--- src/rtl/tmds_pll_rst_seq.sv ---
// -----------------------------------------------------------------------------
// tmds_pll_rst_seq
//
// Reset/lock sequencer for the TMDS PLL (27 MHz in, 124.875 MHz serial out).
// Pulses the PLL reset, qualifies the PLL lock and then releases the
// serializer reset followed by the video-timing reset. A lock timeout
// retries the PLL, up to MAX_RETRY attempts, before parking in FAIL. A lock
// loss after qualification tears the pipeline down and starts over. The
// block runs only on the 27 MHz board clock, which is valid whatever the
// PLL is doing.
//
// Ports:
//   sys_clk    in   27 MHz board clock, the only clock
//   rst_n      in   asynchronous active-low reset
//   pll_lock   in   PLL LOCK, asynchronous; double-flopped to lock_s
//   restart    in   single-cycle synchronous request to rerun the sequence
//   pll_reset  out  active-high PLL reset
//   ser_rst_n  out  serializer reset, active low (re-synchronized by consumer)
//   vid_rst_n  out  video timing/pattern reset, active low
//   locked     out  pipeline running
//   fail       out  lock retries exhausted
//   retry_cnt  out  lock timeouts since the last clear
//
// All outputs are registered and decoded from the next state, so they move
// on the same edge as the state register.
// -----------------------------------------------------------------------------
module tmds_pll_rst_seq #(
   parameter int RST_PULSE_CYC    = 27,
   parameter int LOCK_STABLE_CYC  = 2700,
   parameter int LOCK_TIMEOUT_CYC = 270000,
   parameter int MAX_RETRY        = 3,
   parameter int SER_TO_VID_CYC   = 16
) (
   input  logic                           sys_clk,
   input  logic                           rst_n,
   input  logic                           pll_lock,
   input  logic                           restart,
   output logic                           pll_reset,
   output logic                           ser_rst_n,
   output logic                           vid_rst_n,
   output logic                           locked,
   output logic                           fail,
   output logic [$clog2(MAX_RETRY+1)-1:0] retry_cnt
);

   // The shared cycle counter times the reset pulse, the lock-stable window
   // and the serializer-to-video gap, so it is sized for the largest of them.
   localparam int CNT_MAX_A = (RST_PULSE_CYC > LOCK_STABLE_CYC) ? RST_PULSE_CYC : LOCK_STABLE_CYC;
   localparam int CNT_MAX   = (CNT_MAX_A > SER_TO_VID_CYC) ? CNT_MAX_A : SER_TO_VID_CYC;
   localparam int CNT_W     = $clog2(CNT_MAX + 1);
   localparam int TO_W      = $clog2(LOCK_TIMEOUT_CYC + 1);
   localparam int RETRY_W   = $clog2(MAX_RETRY + 1);

   localparam logic [CNT_W-1:0]   PULSE_LAST  = CNT_W'(RST_PULSE_CYC - 1);
   localparam logic [CNT_W-1:0]   STABLE_LAST = CNT_W'(LOCK_STABLE_CYC - 1);
   localparam logic [CNT_W-1:0]   S2V_LAST    = CNT_W'(SER_TO_VID_CYC - 1);
   localparam logic [TO_W-1:0]    TO_LAST     = TO_W'(LOCK_TIMEOUT_CYC - 1);
   localparam logic [RETRY_W-1:0] RETRY_LAST  = RETRY_W'(MAX_RETRY - 1);

   typedef enum logic [2:0] {
      S_RST_PLL   = 3'd0,
      S_WAIT_LOCK = 3'd1,
      S_STABLE    = 3'd2,
      S_REL_SER   = 3'd3,
      S_RUN       = 3'd4,
      S_FAIL      = 3'd5
   } state_t;

   state_t             state;
   state_t             state_nxt;
   logic [CNT_W-1:0]   cyc_cnt;
   logic [CNT_W-1:0]   cyc_nxt;
   logic [TO_W-1:0]    to_cnt;
   logic [TO_W-1:0]    to_nxt;
   logic [RETRY_W-1:0] retry_nxt;
   logic               timeout;

   logic               pll_reset_nxt;
   logic               ser_rst_n_nxt;
   logic               vid_rst_n_nxt;
   logic               locked_nxt;
   logic               fail_nxt;

   logic               lock_meta;
   logic               lock_s;

   // Lock synchronizer: pll_lock has no timing relation to sys_clk.
   always_ff @(posedge sys_clk or negedge rst_n) begin
      if (!rst_n) begin
         lock_meta <= 1'b0;
         lock_s    <= 1'b0;
      end else begin
         lock_meta <= pll_lock;
         lock_s    <= lock_meta;
      end
   end

   // State, counters and registered outputs.
   always_ff @(posedge sys_clk or negedge rst_n) begin
      if (!rst_n) begin
         state     <= S_RST_PLL;
         cyc_cnt   <= '0;
         to_cnt    <= '0;
         retry_cnt <= '0;
         pll_reset <= 1'b1;
         ser_rst_n <= 1'b0;
         vid_rst_n <= 1'b0;
         locked    <= 1'b0;
         fail      <= 1'b0;
      end else begin
         state     <= state_nxt;
         cyc_cnt   <= cyc_nxt;
         to_cnt    <= to_nxt;
         retry_cnt <= retry_nxt;
         pll_reset <= pll_reset_nxt;
         ser_rst_n <= ser_rst_n_nxt;
         vid_rst_n <= vid_rst_n_nxt;
         locked    <= locked_nxt;
         fail      <= fail_nxt;
      end
   end

   // Next-state logic and output decode.
   always_comb begin
      state_nxt = state;
      cyc_nxt   = cyc_cnt;
      to_nxt    = to_cnt;
      retry_nxt = retry_cnt;
      timeout   = (to_cnt == TO_LAST);

      if (restart) begin
         state_nxt = S_RST_PLL;
         cyc_nxt   = '0;
         retry_nxt = '0;
      end else begin
         case (state)
            S_RST_PLL: begin
               if (cyc_cnt == PULSE_LAST) begin
                  state_nxt = S_WAIT_LOCK;
                  cyc_nxt   = '0;
                  to_nxt    = '0;
               end else begin
                  cyc_nxt = cyc_cnt + 1'b1;
               end
            end

            // Timeout is checked ahead of lock so the timeout counter can
            // never run past its terminal value while it still matters.
            S_WAIT_LOCK: begin
               to_nxt = to_cnt + 1'b1;
               if (timeout) begin
                  retry_nxt = retry_cnt + 1'b1;
                  cyc_nxt   = '0;
                  state_nxt = (retry_cnt == RETRY_LAST) ? S_FAIL : S_RST_PLL;
               end else if (lock_s) begin
                  state_nxt = S_STABLE;
                  cyc_nxt   = '0;
               end
            end

            // Completion needs lock_s high on its last cycle, so testing it
            // first lets it beat a coincident timeout; a timeout in turn
            // beats a lock drop so a bouncing lock cannot dodge it.
            S_STABLE: begin
               to_nxt = to_cnt + 1'b1;
               if (lock_s && (cyc_cnt == STABLE_LAST)) begin
                  state_nxt = S_REL_SER;
                  cyc_nxt   = '0;
               end else if (timeout) begin
                  retry_nxt = retry_cnt + 1'b1;
                  cyc_nxt   = '0;
                  state_nxt = (retry_cnt == RETRY_LAST) ? S_FAIL : S_RST_PLL;
               end else if (!lock_s) begin
                  state_nxt = S_WAIT_LOCK;
                  cyc_nxt   = '0;
               end else begin
                  cyc_nxt = cyc_cnt + 1'b1;
               end
            end

            S_REL_SER: begin
               if (!lock_s) begin
                  state_nxt = S_RST_PLL;
                  cyc_nxt   = '0;
               end else if (cyc_cnt == S2V_LAST) begin
                  state_nxt = S_RUN;
                  cyc_nxt   = '0;
                  retry_nxt = '0;
               end else begin
                  cyc_nxt = cyc_cnt + 1'b1;
               end
            end

            // Lock loss is not a timeout, so retry_cnt is left alone.
            S_RUN: begin
               if (!lock_s) begin
                  state_nxt = S_RST_PLL;
                  cyc_nxt   = '0;
               end
            end

            S_FAIL: begin
               state_nxt = S_FAIL;
            end

            default: begin
               state_nxt = S_RST_PLL;
               cyc_nxt   = '0;
            end
         endcase
      end

      pll_reset_nxt = (state_nxt == S_RST_PLL) || (state_nxt == S_FAIL);
      ser_rst_n_nxt = (state_nxt == S_REL_SER) || (state_nxt == S_RUN);
      vid_rst_n_nxt = (state_nxt == S_RUN);
      locked_nxt    = (state_nxt == S_RUN);
      fail_nxt      = (state_nxt == S_FAIL);
   end

endmodule
--- config.mk ---
export PLATFORM = sky130hd
export DESIGN_NAME = tmds_pll_rst_seq
export DESIGN_NICKNAME = d
export VERILOG_FILES = /design/src/rtl/tmds_pll_rst_seq.sv
export SDC_FILE = /design/constraint.sdc
export NUM_CORES = 1
export LEC_CHECK = 0
export BUFFER_PORTS_ARGS = -buffer_cell sky130_fd_sc_hd__buf_2
export CORE_MARGIN = 2
export CORE_UTILIZATION = 60
export CTS_CLUSTER_SIZE = 10
export DETAILED_ROUTE_END_ITERATION = 12
export GPL_TIMING_DRIVEN = 0
export HOLD_SLACK_MARGIN = 0.02
export PLACE_DENSITY = 0.84
export SETUP_SLACK_MARGIN = 0.15
export SKIP_LAST_GASP = 1
export SYNTH_ARGS = -nofsm -noshare
export SYNTH_HDL_FRONTEND = slang
export SYNTH_SLANG_ARGS = --single-unit
--- constraint.sdc ---
create_clock -name sys_clk -period 3.4 [get_ports sys_clk]
set_clock_uncertainty 0.2 [all_clocks]
set_input_delay 0.68 -clock sys_clk [delete_from_list [all_inputs] [get_ports sys_clk]]
set_output_delay 0.68 -clock sys_clk [all_outputs]
set_load 0.05 [all_outputs]
==> impl_metrics.toml <==
[clock_tree]
cts.sinks = 42
clkLatencyLatePin_ns = 0.30
cts_root_buf = "clkbuf_8"
numCtsBuffers = 5
post_cts_resized = 0
cts_hold_buf = 0
htreeDepth = 2
post_cts_buffers = 0
path_clk_slew_ns = 0.08
cts_tree = "yes"
clockBufferDepth = 2

[route]
wl_per_cell_microns = 15.3
drt-vias-per-instance = 6.45
detail_route.iter0.violations = 258
vias = 2187
ant_nets = 0
route.detailed.drc = 0
wirelength_microns = 5180
drt-pass1-iter-count = 5

[pwr]
power.total_uw = 928
power_density_mw_per_mm2 = 346
vdd_drop_max_v = 0.000221
power_leakage_uw = 0.00114

[worst_setup_path]
worstSetupPathType = "reg -> reg"
crit_slowest_cell = "clkdlybuf4s50_2"
worst_ep_arrival_time_ns = 2.99
path_delay_family = "buffers and inverters"
worst_path_largest_cell_delay_ns = 0.57
cp_max_fo = 10
cp.required_ns = 3.39
crit_chain = "clkdlybuf4s50_2 > nand4b_1 > nor3_1 > a211oi_1 > o31ai_1 > clkbuf_1 > o21ai_0 > a22o_1"
startpoint_type = "flop"
end_kind = "flop"
crit_buf_inv = 2

[worst_hold_path]
hold_path_class = "reg -> reg"

[sta]
period_needed_ns = 3.00
tightestPinTransition_ns = 0.907
layout_worst_path_cycle_share_pct = 88.1
finalSetupViolations = 0
hold_viol = 0
tns_ns = 0
fmax_mhz = 334
whs_ns = 0.155
slew_violations = 0
relSlewSlack_pct = 39.5
rsz0062_at_grt = "false"

[global_route]
track_usage_pct = 25.3
overflow = 0
grt_pass1_vias = 1862
grt_pass1_wl_microns = 8680
antenna_found_initial = 0
grt_max_degree = 43

[synthesis]
synth_ff_type = "dfrtp_1"
async_flop_share_pct = 100
ys_warn_count = 0
synth_fp_nets = 280
ys_types = 55
synth_edf_count = 0
synthCells = 272
ys_ff_latch = 42
yosysSeqAreaShare_pct = 42.7
syn_avg_cell_area_sq_um = 9.07
synth_area_sq_mm = 0.00247

[finish]
area_delta_synth_final_pct = 8.83
nets = 296
drive_gt1_share_pct = 14.5
diodes = 0
fin_util_pct = 67.6

[status]
status = "complete, no violations"

[placed_design]
detailed_place_hpwl_microns = 3550
place_congestion = 0.879
portBuffers = 9

[floorplanning]
pin_count = 11
core_area_sq_mm = 0.00397
design.die.area_sq_mm = 0.00464
die_h_microns = 68.1
fp.dieW_microns = 68.1
start_util_pct = 62.1
row_count = 23

[flow_run]
drv_cap = 0
cell usage after synthesis, drive strengths merged (2+ instances only):
| library cell | n | share of area [%] |
|---|---|---|
| nor3b | 2 | 0.61 |
| nand3 | 13 | 2.6 |
| or4 | 4 | 1.5 |
| a211oi | 3 | 0.91 |
| a21o | 3 | 0.96 |
| or4b | 2 | 0.81 |
| inv | 9 | 1.4 |
| and3 | 7 | 1.8 |
| and2 | 4 | 1.1 |
| o41ai | 2 | 0.71 |
| nand4 | 7 | 1.8 |
| nand2 | 27 | 4.1 |
| a31oi | 7 | 1.8 |
| dfrtp | 41 | 42 |
| xor2 | 3 | 1.1 |
| xnor2 | 4 | 1.4 |
| nand4b | 2 | 0.71 |
| nand2b | 4 | 1.0 |
| buf | 4 | 1.5 |
| a22o | 3 | 1.1 |
| nor2 | 26 | 4.0 |
| or3 | 9 | 2.3 |
| o21ai | 24 | 4.9 |
| a21oi | 12 | 2.4 |
| nor4 | 6 | 2.7 |
| o31ai | 4 | 1.2 |
| nor3 | 13 | 2.6 |
| clkbuf | 5 | 1.6 |
| ha | 4 | 2.0 |
cell usage in the layout, fill, tap and decap left out, drive strengths merged, types with 3 or more instances in the layout:
cell / instances
nand2b: 4
o21ai: 24
a211oi: 3
and3: 7
nand2: 27
nor4: 6
nor3: 13
a21oi: 12
a31oi: 7
nand4: 7
dfrtp: 41
xnor2: 4
nor2: 26
ha: 4
nand3: 13
or3: 9
inv: 9
clkbuf: 13
and2: 4
a22o: 3
o31ai: 4
or4: 4
a21o: 3
buf: 13
xor2: 3
per-stage QoR:
stage / std cells / instance area [sq um] / setup slack [ns]
3_3_place_gp: 331 / 2570 / 0.476
6_report: 339 / 2680 / 0.404
2_1_floorplan: 272 / 2470 / 0.629
3_5_place_dp: 331 / 2570 / 0.460
4_1_cts: 339 / 2680 / 0.419
5_1_grt: 339 / 2680 / 0.192
area by class of cell:
class,count,area [sq um]
inverter,9,33.8
clock buffer,8,110
timing repair buffer,9,45.0
fill,323,1290
sequential,42,1050
buffer,11,97.6
multi-input combinational,210,1280
tap,50,62.6
sequential cells by signal, summed over array words and instances, names as in the netlist:
signal / count
state: 3
ser_rst_n: 1
locked: 1
retry_cnt: 2
lock_meta: 1
fail: 1
cyc_cnt: 12
lock_s: 1
pll_reset: 1
to_cnt: 19
worst paths after layout:
kind                       slack [ns]  depth (start not counted)  startpoint          to
max                              0.40                          8  cyc_cnt[4]  cyc_cnt[7]
min                              0.15                          0   lock_meta      lock_s
max reg2reg                      0.40                          8  cyc_cnt[4]  cyc_cnt[7]
min reg2reg                      0.15                          0   lock_meta      lock_s
max in group asynchronous        2.14                          1       rst_n  to_cnt[13]
min in group asynchronous        0.30                          1       rst_n   to_cnt[0]
routing by layer:
metal / share of wire [%] / wire [microns] / vias up / global-route usage, %
met3: 6.0 / 311 / 5 / 6.91
met5: 0 / 0 / - / 0
met4: 1.5 / 77 / 0 / 10.0
met2: 47 / 2460 / 88 / 36.9
met1: 45 / 2340 / 1054 / 35.7
li1: - / - / 1040 / -
cells by family (layout without fill, tap and decap cells):
family	Yosys count	in the layout	synth area share, %
flops	42	42	42.7
xor+xnor	7	7	2.49
simple gates	131	131	29.6
fa+ha+maj	4	4	2.03
compound gates	67	67	17.5
buf+inv	20	37	5.33
mux	1	1	0.406
power by group:
group	internal, uW	switching, uW	total, uW
clock	205	176	381
combinational	11.3	24.1	35.4
sequential	505	6.88	512
total	722	207	928
Note: power is estimated with default switching activity, not from simulation.
